===== src/rtl/cs_pkg.sv =====
// Shared types and width helpers for the windowed filter.
package cs_pkg;

    typedef enum logic [1:0] {
        ST_IDLE,
        ST_DIV,
        ST_SCAN,
        ST_OUT
    } cs_state_e;

    // Width that holds the sum of depth samples of dw bits without overflow.
    function automatic int cs_sum_width(input int dw, input int depth);
        return dw + $clog2(depth);
    endfunction

endpackage


===== src/rtl/cs_seq_div.sv =====
// Restoring divider by a constant: one quotient bit per cycle, NW cycles per result.
module cs_seq_div #(
    parameter int NW      = 12,
    parameter int DIVISOR = 9
) (
    input  logic          clk,
    input  logic          reset,
    input  logic          clear,
    input  logic          start,
    input  logic [NW-1:0] num,
    output logic          done,
    output logic [NW-1:0] quot
);
    localparam int          CW    = $clog2(NW + 1);
    localparam logic [NW:0] DIV_K = (NW + 1)'(DIVISOR);

    logic [NW-1:0] rem;
    logic [CW-1:0] cnt;
    logic [NW:0]   trial;
    logic          fits;

    // Dividend bits shift out of quot's top while quotient bits fill from the bottom.
    assign trial = {rem, quot[NW-1]};
    assign fits  = (trial >= DIV_K);

    always_ff @(posedge clk or posedge reset) begin
        if (reset) begin
            rem  <= '0;
            quot <= '0;
            cnt  <= '0;
            done <= 1'b0;
        end else if (clear) begin
            rem  <= '0;
            quot <= '0;
            cnt  <= '0;
            done <= 1'b0;
        end else if (start) begin
            rem  <= '0;
            quot <= num;
            cnt  <= CW'(NW);
            done <= 1'b0;
        end else if (cnt != '0) begin
            rem  <= fits ? NW'(trial - DIV_K) : trial[NW-1:0];
            quot <= {quot[NW-2:0], fits};
            cnt  <= cnt - 1'b1;
            done <= (cnt == CW'(1));
        end else begin
            done <= 1'b0;
        end
    end

endmodule


===== src/rtl/cs_window_filter.sv =====
// Sliding-window filter: running sum, sequential average, serial scan for the
// largest entry not above the average, optional blended approximate output.
module cs_window_filter
    import cs_pkg::*;
#(
    parameter int  DW    = 8,
    parameter int  DEPTH = 9,
    parameter int  SHIFT = 3,
    localparam int SW    = cs_sum_width(DW, DEPTH),
    localparam int OW    = SW + 1 - SHIFT
) (
    input  logic          clk,
    input  logic          reset,
    input  logic          clear,
    input  logic          in_valid,
    output logic          in_ready,
    input  logic [DW-1:0] in_data,
    input  logic          mode,
    output logic          out_valid,
    input  logic          out_ready,
    output logic [OW-1:0] out_data,
    output logic          window_full
);
    localparam int            PW   = $clog2(DEPTH);
    localparam int            FW   = $clog2(DEPTH + 1);
    localparam logic [PW-1:0] LAST = PW'(DEPTH - 1);

    cs_state_e     state, state_next;
    logic [DW-1:0] win [DEPTH];
    logic [PW-1:0] wr_ptr, rd_ptr, scan_cnt;
    logic [FW-1:0] fill;
    logic [SW-1:0] sum, sum_next, avg, quot;
    logic [DW-1:0] appro, appro_next, entry;
    logic [SW:0]   approx_full;
    logic [OW-1:0] result;
    logic          mode_q, accept, div_done;

    assign accept   = in_valid && in_ready && !clear;
    // wr_ptr always points at the oldest slot, which is overwritten on accept.
    assign sum_next = sum + SW'(in_data) - SW'(win[wr_ptr]);

    cs_seq_div #(.NW(SW), .DIVISOR(DEPTH)) u_div (
        .clk   (clk),
        .reset (reset),
        .clear (clear),
        .start (accept),
        .num   (sum_next),
        .done  (div_done),
        .quot  (quot)
    );

    assign entry       = win[rd_ptr];
    assign appro_next  = (SW'(entry) <= avg && entry > appro) ? entry : appro;
    assign approx_full = (SW + 1)'(sum) + (SW + 1)'(DEPTH) * (SW + 1)'(appro_next);
    assign result      = mode_q ? approx_full[SW -: OW] : OW'(avg);

    always_ff @(posedge clk or posedge reset) begin
        if (reset) state <= ST_IDLE;
        else       state <= state_next;
    end

    always_comb begin
        state_next = state;
        in_ready   = (state == ST_IDLE);
        out_valid  = (state == ST_OUT);
        unique case (state)
            ST_IDLE: if (accept)              state_next = ST_DIV;
            ST_DIV:  if (div_done)            state_next = ST_SCAN;
            ST_SCAN: if (scan_cnt == LAST)    state_next = ST_OUT;
            ST_OUT:  if (out_ready)           state_next = ST_IDLE;
            default:                          state_next = ST_IDLE;
        endcase
        if (clear) state_next = ST_IDLE;
    end

    always_ff @(posedge clk or posedge reset) begin
        if (reset) begin
            for (int i = 0; i < DEPTH; i++) win[i] <= '0;
            wr_ptr      <= '0;
            rd_ptr      <= '0;
            scan_cnt    <= '0;
            fill        <= '0;
            sum         <= '0;
            avg         <= '0;
            appro       <= '0;
            mode_q      <= 1'b0;
            out_data    <= '0;
            window_full <= 1'b0;
        end else if (clear) begin
            for (int i = 0; i < DEPTH; i++) win[i] <= '0;
            wr_ptr      <= '0;
            fill        <= '0;
            sum         <= '0;
            window_full <= 1'b0;
        end else begin
            if (accept) begin
                win[wr_ptr] <= in_data;
                sum         <= sum_next;
                wr_ptr      <= (wr_ptr == LAST) ? '0 : wr_ptr + 1'b1;
                mode_q      <= mode;
                if (fill != FW'(DEPTH))     fill        <= fill + 1'b1;
                if (fill >= FW'(DEPTH - 1)) window_full <= 1'b1;
            end
            if (state == ST_DIV && div_done) begin
                avg      <= quot;
                appro    <= '0;
                rd_ptr   <= wr_ptr;
                scan_cnt <= '0;
            end
            if (state == ST_SCAN) begin
                appro    <= appro_next;
                rd_ptr   <= (rd_ptr == LAST) ? '0 : rd_ptr + 1'b1;
                scan_cnt <= scan_cnt + 1'b1;
                // Final entry's contribution folds in via appro_next on this edge.
                if (scan_cnt == LAST) out_data <= result;
            end
        end
    end

endmodule

===== config.mk =====
export PLATFORM = sky130hd
export DESIGN_NAME = cs_window_filter
export DESIGN_NICKNAME = d
export VERILOG_FILES = /design/src/rtl/cs_pkg.sv /design/src/rtl/cs_seq_div.sv /design/src/rtl/cs_window_filter.sv
export SDC_FILE = /design/constraint.sdc
export NUM_CORES = 1
export LEC_CHECK = 0
export CAP_MARGIN = 20
export CORE_MARGIN = 2
export CORE_UTILIZATION = 63
export DETAILED_ROUTE_END_ITERATION = 10
export PLACE_DENSITY = 0.81
export SKIP_CTS_REPAIR_TIMING = 1
export SLEW_MARGIN = 20
export SYNTH_ARGS = -nofsm -noshare
export SYNTH_HDL_FRONTEND = slang
export SYNTH_SLANG_ARGS = --single-unit

===== constraint.sdc =====
create_clock -name clk -period 6 [get_ports clk]
set_input_delay 1.2 -clock clk [delete_from_list [all_inputs] [get_ports clk]]
set_output_delay 1.2 -clock clk [all_outputs]
set_load 0.01 [all_outputs]

==> results of run 1 <==
-- cell type report --
type / instances / area [sq um] / area share, %
multi-input cells: 796 / 5614 / 49.40
clock inverters: 9 / 121.4 / 1.068
well taps: 216 / 270.3 / 2.378
clock buffers: 23 / 478.0 / 4.206
repair buffers: 52 / 462.9 / 4.074
flip-flops and latches: 163 / 4079 / 35.89
inverters: 89 / 339.1 / 2.984
-- state kept, by name (all words and copies together) (netlist names) --
register,cells
u_div.rem,12
mode_q,1
wr_ptr,4
fill,4
out_data,10
appro,8
state,2
scan_cnt,4
window_full,1
u_div.quot,12
avg,12
rd_ptr,4
u_div.done,1
win,72
sum,12
u_div.cnt,4
-- cell usage in the layout, fill, tap and decap left out, types with 11 or more instances in the layout --
cell / instances
a21oi_1: 115
a22o_1: 16
buf_4: 25
clkbuf_16: 17
clkdlybuf4s50_1: 25
dfrtp_1: 163
fa_1: 13
ha_1: 67
inv_1: 87
mux2_2: 14
mux2i_1: 38
mux4_2: 15
nand2_1: 165
nand3_1: 68
nor2_1: 59
nor3_1: 14
o21ai_0: 68
xnor2_1: 18
xor2_1: 11
-- worst paths after layout --
path	end	slack, ns	cells after the start	from
min in group asynchronous	win[41]	1.24	2	reset
hold reg to reg	out_data[2]	0.48	2	out_data[2]
setup reg to reg	out_data[3]	0.27	22	rd_ptr[0]
setup / recovery	out_data[3]	0.27	22	rd_ptr[0]
hold / removal	out_data[2]	0.48	2	out_data[2]
max in group asynchronous	win[14]	3.64	3	reset
-- power breakdown --
group / switching, uW / internal, uW / leakage (uW) / total (uW)
combinational: 1650 / 1160 / 0.00256 / 2810
sequential: 157 / 1260 / 0.00222 / 1410
clock: 457 / 652 / 0.000286 / 1110
-- cell families (layout without fill, tap and decap cells) --
logic type | count (synthesis) | after routing | synth area share, %
and+or+nand+nor | 352 | 352 | 15.55
AOI/OAI and AO/OA | 257 | 257 | 14.63
DFF | 163 | 163 | 39.67
buffers and inverters | 158 | 173 | 5.865
adders and majority gates | 80 | 80 | 10.68
muxes | 77 | 77 | 10.92
xor gates and xnor gates | 30 | 30 | 2.689
-- per-layer routing --
layer	share of wire [%]	wire length, microns	vias to the layer above
met1	42	11000	4015
met2	46	12140	412
met4	4.2	1098	0
met5	0	0	-
li1	-	-	3884
met3	8.0	2115	97
-- worst min-delay path, cell delays in order, from the launching register on --
cell and delay (ns):
dfrtp_1 0.34, nand2_1 0.05, o21ai_0 0.06
-- per-stage QoR --
step                instances  power, uW
finish                   1348       5334
floorplan                1117       3528
CTS                      1348       5320
detailed placement       1316       4171
global placement         1316       4070
global route             1348       5743
==> impl_metrics.env, run 1 <==
export IMPL_grt_usage_pct=31.58
export IMPL_synthTopCellsByCount="nand2_1 (165), dfrtp_1 (163), a21oi_1 (115)"
export IMPL_cp_max_fo=22
export IMPL_post_place_ws_ns=0.3763
export IMPL_busiest_layer="met2"
export IMPL_fmax_mhz=174.7
export IMPL_cpPeakStageDelay_ns=0.61
export IMPL_path_buf_inv=3
export IMPL_maxCapViolations=0
export IMPL_finalCritPeriodShare_pct=95.42
export IMPL_synth_main_ff_cell="dfrtp_1"
export IMPL_end_kind="flip-flop"
export IMPL_period_minus_slack_ns=5.725
export IMPL_clk_path_buf_depth=2
export IMPL_ys_seq_area_share_pct=39.67
export IMPL_synth_top_area_share_pct=39.67
export IMPL_hold_path_class="flip-flop to flip-flop"
export IMPL_cts_buffers=17
export IMPL_synthCells=1117
export IMPL_clk_insertion_delay_late_ns=0.44
export IMPL_slew_violations=0
export IMPL_synthToLayoutAreaGrowth_pct=10.53
export IMPL_crit_path_top_delay_cell="mux4_1"
export IMPL_slew_headroom_pct=33.05
export IMPL_synth_edf_count=0
export IMPL_netlist_top_cells_area="dfrtp_1 (40%), ha_1 (8.2%), nand2_1 (6.0%), a21oi_1 (5.6%), mux2i_1 (3.8%)"
export IMPL_drtIter0Drc=1062
export IMPL_power_density_mw_per_mm2=469.3
export IMPL_finalHoldViolCount=0
export IMPL_grt_pass1_wl_mm=43.44
export IMPL_synth_seq_cells=163
export IMPL_tns_ns=0
export IMPL_stdcell_area_sq_mm=0.01136
export IMPL_yosysWarningCount=0
export IMPL_utilization_pct=71.28
export IMPL_worst_hold_slack_ns=0.4763
export IMPL_crit_chain="buf_12 -> mux4_1 -> mux2i_1 -> o21ai_1 -> ha_1 -> and4_1 -> nand2_1 -> a211o_1 -> o211ai_2 -> buf_4 -> mux2i_1 -> inv_1 -> ha_1 -> ha_1 -> ha_1 -> and3_1 -> a221o_1 -> or2_2 -> a21oi_1 -> o21ai_0 -> a31oi_1 -> o21ai_0"
export IMPL_grt_remaining_overflow=0
export IMPL_cts_tree="yes"
export IMPL_cp_start_kind="flip-flop"
export IMPL_initial_core_util_pct=64.50
export IMPL_wire_per_inst_microns=19.55
export IMPL_gr_usage_met1_pct=42.94
export IMPL_use_met2_pct=49.19
export IMPL_routed_wl_mm=26.36
export IMPL_finalSetupViolCount=0
export IMPL_num_vias=8408
export IMPL_async_flop_share_pct=100.0
export IMPL_die_area_sq_mm=0.01736
export IMPL_syn_area_sq_mm=0.01028
export IMPL_dr_pass1_iters=7
export IMPL_path_clk_slew_ns=0.07
export IMPL_antenna_cells=0
export IMPL_placed_area_sq_mm=0.01076
export IMPL_synth_cell_types=60
export IMPL_critPathTopFamily="compound AO/OA/AOI/OAI gates"
export IMPL_grt_pass1_vias=8336
export IMPL_drc_errors=0
export IMPL_final_nets=1213
export IMPL_rsz0062_at_grt="false"
export IMPL_rows=46
export IMPL_post_synth_top_area_cell="dfrtp_1"
export IMPL_die_w_microns=131.8
export IMPL_cp_common_cell="ha_1"
export IMPL_syn_nets=1211
export IMPL_tightest_slew_ns=1.004
export IMPL_hpwl_mm=18.07
export IMPL_grt_max_degree=77
export IMPL_status="complete, no violations"
export IMPL_cts_num_sinks=163
export IMPL_vdd_ir_drop_max_mv=0.2545
export IMPL_io_pins=27
export IMPL_required_ns=6.30
export IMPL_p_leak_uw=0.005066
export IMPL_io_buffers=26
export IMPL_drive_gt1_share_pct=8.657
export IMPL_coreArea_sq_mm=0.01594
export IMPL_routed_via_density=6.237
export IMPL_worstSetupPathType="flip-flop to flip-flop"
export IMPL_gr_usage_met3_pct=6.267
export IMPL_ant_nets=0
export IMPL_n_fill_cell=1157
export IMPL_clock_root_buffer="clkbuf_16"
export IMPL_worst_slack_ns=0.2748
export IMPL_synth_most_common_cell="nand2_1"
export IMPL_fp_dieH_microns=131.8
export IMPL_finClkSkew_ns=0.01252
export IMPL_grt_antenna_before_repair=0
export IMPL_htreeDepth=4
export IMPL_syn_avg_cell_area_sq_um=9.205
export IMPL_gp_congestion=0.9054
export IMPL_crit_arrival_ns=6.02
(Power assumes the default switching activity.)
==> inputs of run 2 (changes only) <==
- CORE_UTILIZATION: 63 -> 57
- PLACE_DENSITY: 0.81 -> 0.77
- clock period: 6 -> 4.8 ns (I/O delays scaled with it)
==> impl_metrics.env, run 2 (synthesis results as in run 1) <==
export IMPL_io_buffers=26
export IMPL_cp_max_fo=6
export IMPL_power_density_mw_per_mm2=637.1
export IMPL_htreeDepth=4
export IMPL_gr_usage_met3_pct=8.001
export IMPL_rows=49
export IMPL_hpwl_mm=19.71
export IMPL_p_total_uw=8049
export IMPL_finalHoldViolCount=0
export IMPL_cp_start_kind="flip-flop"
export IMPL_vdd_ir_drop_max_mv=0.6208
export IMPL_worst_slack_ns=-0.6249
export IMPL_reg2reg_depth=26
export IMPL_hold_start="out_data[2]"
export IMPL_min_to="out_data[2]"
export IMPL_drc_errors=0
export IMPL_antenna_cells=0
export IMPL_worstSetupPathType="flip-flop to flip-flop"
export IMPL_fp_dieH_microns=138.3
export IMPL_clk_insertion_delay_late_ns=0.44
export IMPL_io_pins=27
export IMPL_coreArea_sq_mm=0.01784
export IMPL_drtIter0Drc=1072
export IMPL_finClkSkew_ns=0.01067
export IMPL_n_fill_cell=1256
export IMPL_grt_antenna_before_repair=0
export IMPL_cts_num_sinks=163
export IMPL_worstReg2RegEnd="out_data[8]"
export IMPL_rsz0062_at_grt="true"
export IMPL_grt_pass1_wl_mm=46.40
export IMPL_hold_depth=2
export IMPL_worst_hold_slack_ns=0.4839
export IMPL_slew_headroom_pct=34.01
export IMPL_reg2reg_from="rd_ptr[0]"
export IMPL_cts_tree="yes"
export IMPL_routed_via_density=6.252
export IMPL_grt_usage_pct=30.56
export IMPL_die_w_microns=138.3
export IMPL_crit_arrival_ns=5.79
export IMPL_synthToLayoutAreaGrowth_pct=22.88
export IMPL_regMostFlops="win"
export IMPL_gp_congestion=0.9289
export IMPL_grt_pass1_vias=9036
export IMPL_layout_commonest_cell="nand2_1"
export IMPL_finalSetupViolCount=9
export IMPL_stdcell_count=1458
export IMPL_post_place_ws_ns=-0.5278
export IMPL_status="complete, but fails checks"
export IMPL_dr_pass1_iters=6
export IMPL_final_cell_mix="nand2_1 (164), dfrtp_1 (162), buf_4 (110)"
export IMPL_initial_core_util_pct=57.63
export IMPL_cts_buffers=17
export IMPL_num_vias=9116
export IMPL_power_frac_clock_pct=17.6
export IMPL_period_minus_slack_ns=5.425
export IMPL_die_area_sq_mm=0.01913
export IMPL_fmax_mhz=184.3
export IMPL_path_clk_slew_ns=0.07
export IMPL_p_leak_uw=0.005628
export IMPL_ant_nets=0
export IMPL_routed_wl_mm=30.54
export IMPL_use_met2_pct=48.02
export IMPL_end_kind="flip-flop"
export IMPL_ff2ff_setup_slack_ns=-0.62
export IMPL_required_ns=5.17
export IMPL_wire_per_inst_microns=20.95
export IMPL_finalCritPeriodShare_pct=113.0
export IMPL_grt_remaining_overflow=0
export IMPL_clk_path_buf_depth=2
export IMPL_swShare_pct=42.92
export IMPL_seqPwrFrac_pct=21.9
export IMPL_drive_gt1_share_pct=20.91
export IMPL_busiest_layer="met2"
export IMPL_dpl_cell_count=1414
export IMPL_intPower_uw=4594
export IMPL_tns_ns=-4.572
export IMPL_slew_violations=0
export IMPL_maxCapViolations=0
export IMPL_failed_checks="setup timing"
export IMPL_gr_usage_met1_pct=39.76
export IMPL_netSwitchingPower_uw=3455
export IMPL_tightest_slew_ns=0.9823
export IMPL_final_nets=1310
export IMPL_largest_reg_flops=72
export IMPL_comb_power_share_pct=60.5
export IMPL_grt_max_degree=123
export IMPL_hold_path_class="flip-flop to flip-flop"
export IMPL_clock_root_buffer="clkbuf_16"
run 2: cell count changes in the layout (fill, tap and decap cells not counted), moves of 4 or more:
cell | before | now
a21oi_1 | 115 | 104
a21oi_2 | 0 | 6
a21oi_4 | 0 | 5
buf_4 | 25 | 110
buf_6 | 0 | 6
ha_1 | 67 | 51
ha_4 | 0 | 16
mux2i_1 | 38 | 34
mux4_1 | 9 | 3
mux4_2 | 15 | 21
nor2_1 | 59 | 53
nor2_4 | 0 | 4
o21ai_0 | 68 | 60
o21ai_2 | 1 | 5
run 2: stage by stage:
stage          cell area, sq um  utilization, %
6_report                  12630           70.82
3_3_place_gp              11510           64.53
4_1_cts                   12110           67.90
5_1_grt                   12630           70.82
2_1_floorplan             10380               -
3_5_place_dp              11510           64.53
run 2: worst max-delay path, cell delays in order (launching register included):
cell and delay [ns]:
dfrtp_2 0.46, buf_6 0.16, buf_6 0.13, nor4b_4 0.30, buf_4 0.16, buf_4 0.11
nand2_1 0.08, o21ai_4 0.11, ha_4 0.25, nor2b_1 0.16, o211ai_1 0.29, a21oi_4 0.11
o211ai_4 0.30, clkbuf_16 0.22, nor2_2 0.05, a21oi_4 0.19, ha_4 0.16, inv_2 0.03
fa_1 0.51, inv_2 0.05, ha_4 0.29, and3_4 0.21, o21ai_4 0.07, a31oi_4 0.21
a31oi_4 0.12, or4b_1 0.53, nand3_1 0.08
run 2: worst max-delay path by stage:
stage	from	end	slack [ns]	cells past startpoint
2_1_floorplan	rd_ptr[0]	out_data[8]	-0.38	23
3_3_place_gp	rd_ptr[0]	out_data[9]	-0.32	22
3_5_place_dp	rd_ptr[0]	out_data[8]	-0.53	23
4_1_cts	rd_ptr[0]	out_data[8]	-0.65	23
5_1_grt	rd_ptr[0]	out_data[8]	-0.73	26
6_report	rd_ptr[0]	out_data[8]	-0.62	26
run 2: layout make-up:
class | count | area (sq um) | area share (%)
inverters | 89 | 337.8 | 2.674
multi-input cells | 796 | 6041 | 47.81
well taps | 229 | 286.5 | 2.268
clock buffers | 20 | 456.7 | 3.615
repair buffers | 149 | 1289 | 10.20
clock inverters | 12 | 143.9 | 1.139
flip-flops and latches | 163 | 4080 | 32.29
run 2: routing by layer:
metal	vias up	wire [microns]
li1	4071	-
met1	4404	11990
met2	519	14400
met3	122	2699
met4	0	1450
met5	-	0
run 2: power by group through the flow:
stage,Clock (uW),Sequential [uW],Combinational [uW]
after floorplan,0,1700,2890
after global placement,0,1760,3810
after detailed placement,0,1770,3960
after CTS,1420,1750,4000
after global routing,1480,1790,5260
final,1420,1770,4870
==> inputs of run 3 (changes only) <==
- SETUP_SLACK_MARGIN: unset -> 0.4
==> impl_metrics.env, run 3 (synthesis results as in run 1) <==
export IMPL_comb_power_share_pct=60.3
export IMPL_finalHoldViolCount=0
export IMPL_routed_wl_mm=31.12
export IMPL_fp_dieH_microns=138.3
export IMPL_coreArea_sq_mm=0.01784
export IMPL_fmax_mhz=183.8
export IMPL_antenna_cells=0
export IMPL_vdd_ir_drop_max_mv=0.8228
export IMPL_grt_pass1_vias=8940
export IMPL_cts_buffers=17
export IMPL_largest_reg_flops=72
export IMPL_layout_commonest_cell="nand2_1"
export IMPL_power_density_mw_per_mm2=642.0
export IMPL_grt_usage_pct=31.08
export IMPL_cts_num_sinks=163
export IMPL_final_cell_mix="nand2_1 (164), dfrtp_1 (160), buf_4 (121)"
export IMPL_io_pins=27
export IMPL_worstSetupPathType="flip-flop to flip-flop"
export IMPL_p_total_uw=8156
export IMPL_rsz0062_at_grt="true"
export IMPL_finClkSkew_ns=0.009867
export IMPL_wire_per_inst_microns=21.17
export IMPL_power_frac_clock_pct=18.1
export IMPL_crit_arrival_ns=5.81
export IMPL_htreeDepth=4
export IMPL_synthToLayoutAreaGrowth_pct=23.55
export IMPL_worst_slack_ns=-0.6406
export IMPL_reg2reg_from="rd_ptr[0]"
export IMPL_crit_start="rd_ptr[0]"
export IMPL_reg2reg_depth=24
export IMPL_clk_insertion_delay_late_ns=0.44
export IMPL_tns_ns=-4.833
export IMPL_grt_max_degree=164
export IMPL_failed_checks="setup timing"
export IMPL_cp_max_fo=8
export IMPL_swShare_pct=42.19
export IMPL_worstReg2RegEnd="out_data[8]"
export IMPL_clock_root_buffer="clkbuf_16"
export IMPL_drive_gt1_share_pct=22.16
export IMPL_grt_antenna_before_repair=0
export IMPL_path_clk_slew_ns=0.07
export IMPL_end_kind="flip-flop"
export IMPL_ant_nets=0
export IMPL_hold_path_class="flip-flop to flip-flop"
export IMPL_gp_congestion=0.9442
export IMPL_tightest_slew_ns=1.090
export IMPL_final_nets=1322
export IMPL_num_vias=9155
export IMPL_dr_pass1_iters=5
export IMPL_slew_headroom_pct=26.80
export IMPL_cts_tree="yes"
export IMPL_initial_core_util_pct=57.63
export IMPL_drtIter0Drc=1047
export IMPL_die_area_sq_mm=0.01913
export IMPL_cp_start_kind="flip-flop"
export IMPL_finalSetupViolCount=9
export IMPL_grt_pass1_wl_mm=47.02
export IMPL_required_ns=5.17
export IMPL_finalCritPeriodShare_pct=113.3
export IMPL_clk_path_buf_depth=2
export IMPL_drc_errors=0
export IMPL_maxCapViolations=0
export IMPL_ff2ff_setup_slack_ns=-0.64
export IMPL_intPower_uw=4715
export IMPL_grt_remaining_overflow=0
export IMPL_crit_path_end="out_data[8]"
export IMPL_seqPwrFrac_pct=21.7
export IMPL_routed_via_density=6.228
export IMPL_period_minus_slack_ns=5.441
export IMPL_p_leak_uw=0.005675
export IMPL_slew_violations=0
export IMPL_rows=49
export IMPL_hpwl_mm=19.82
export IMPL_die_w_microns=138.3
export IMPL_regMostFlops="win"
export IMPL_netSwitchingPower_uw=3441
export IMPL_status="complete, but fails checks"
export IMPL_io_buffers=26
==> run 3: cell count changes in the layout (fill, tap and decap cells not counted), sizes merged <==
cell	change
clkbuf	+2
clkinv	-1
bufinv	+1
buf	+12
clkinvlp	+1
inv	-3
==> run 3: power groups by stage <==
| stage | registers (uW) | logic [uW] | clock network, uW |
|---|---|---|---|
| floorplan | 1700 | 2890 | 0 |
| global placement | 1760 | 3840 | 0 |
| detailed placement | 1770 | 3980 | 0 |
| CTS | 1750 | 4030 | 1470 |
| global route | 1790 | 5340 | 1530 |
| finish | 1770 | 4910 | 1470 |
==> run 3: worst min path at each step <==
stage / start / endpoint / slack [ns] / depth (start not counted)
2_1_floorplan: avg[11] / avg[11] / 0.47 / 2
3_3_place_gp: out_data[1] / out_data[1] / 0.46 / 2
3_5_place_dp: out_data[3] / out_data[3] / 0.47 / 2
4_1_cts: out_data[3] / out_data[3] / 0.48 / 2
5_1_grt: out_data[1] / out_data[1] / 0.51 / 2
6_report: out_data[3] / out_data[3] / 0.48 / 2
==> run 3: metrics by stage <==
stage	hold WS (ns)	worst slack (ns)	util, %	cell area [sq um]	std cells
2_1_floorplan	0.4703	-0.3820	-	10380	1117
3_3_place_gp	0.4620	-0.4118	64.96	11590	1419
3_5_place_dp	0.4691	-0.5282	64.96	11590	1419
4_1_cts	0.4836	-0.5849	68.48	12220	1451
5_1_grt	0.5104	-0.7254	71.20	12700	1470
6_report	0.4799	-0.6406	71.20	12700	1470
==> run 3: worst max-delay path, stage by stage, from the launching register on <==
cell and delay, ns:
dfrtp_2 0.47, clkbuf_16 0.19, mux4_2 0.50, mux2i_1 0.20, o21ai_2 0.20, ha_4 0.35, nand4_1 0.17, buf_4 0.19
nand2b_4 0.07, a21oi_4 0.04, o211ai_4 0.24, clkbuf_16 0.22, nor2_4 0.05, a21oi_4 0.17, ha_4 0.17, inv_2 0.04
fa_1 0.52, inv_2 0.05, ha_4 0.28, and3_4 0.20, o21ai_2 0.09, a31oi_4 0.22, a31oi_4 0.13, or4b_1 0.53
nand3_1 0.08
==> run 3: metal layers <==
layer,track usage [%],share of wire [%],vias to the layer above
met3,5.854,7.9,112
met4,13.53,4.7,0
met5,0,0,-
li1,-,-,4099
met1,42.06,40,4434
met2,49.40,47,510
==> run 3: layout make-up <==
class | instances | area, sq um
fillers | 1276 | 5137
clock buffers | 22 | 484.2
well taps | 229 | 286.5
flip-flops and latches | 163 | 4083
multi-input cells | 796 | 5958
repair buffers | 161 | 1409
inverters | 89 | 337.8
clock inverters | 10 | 145.1
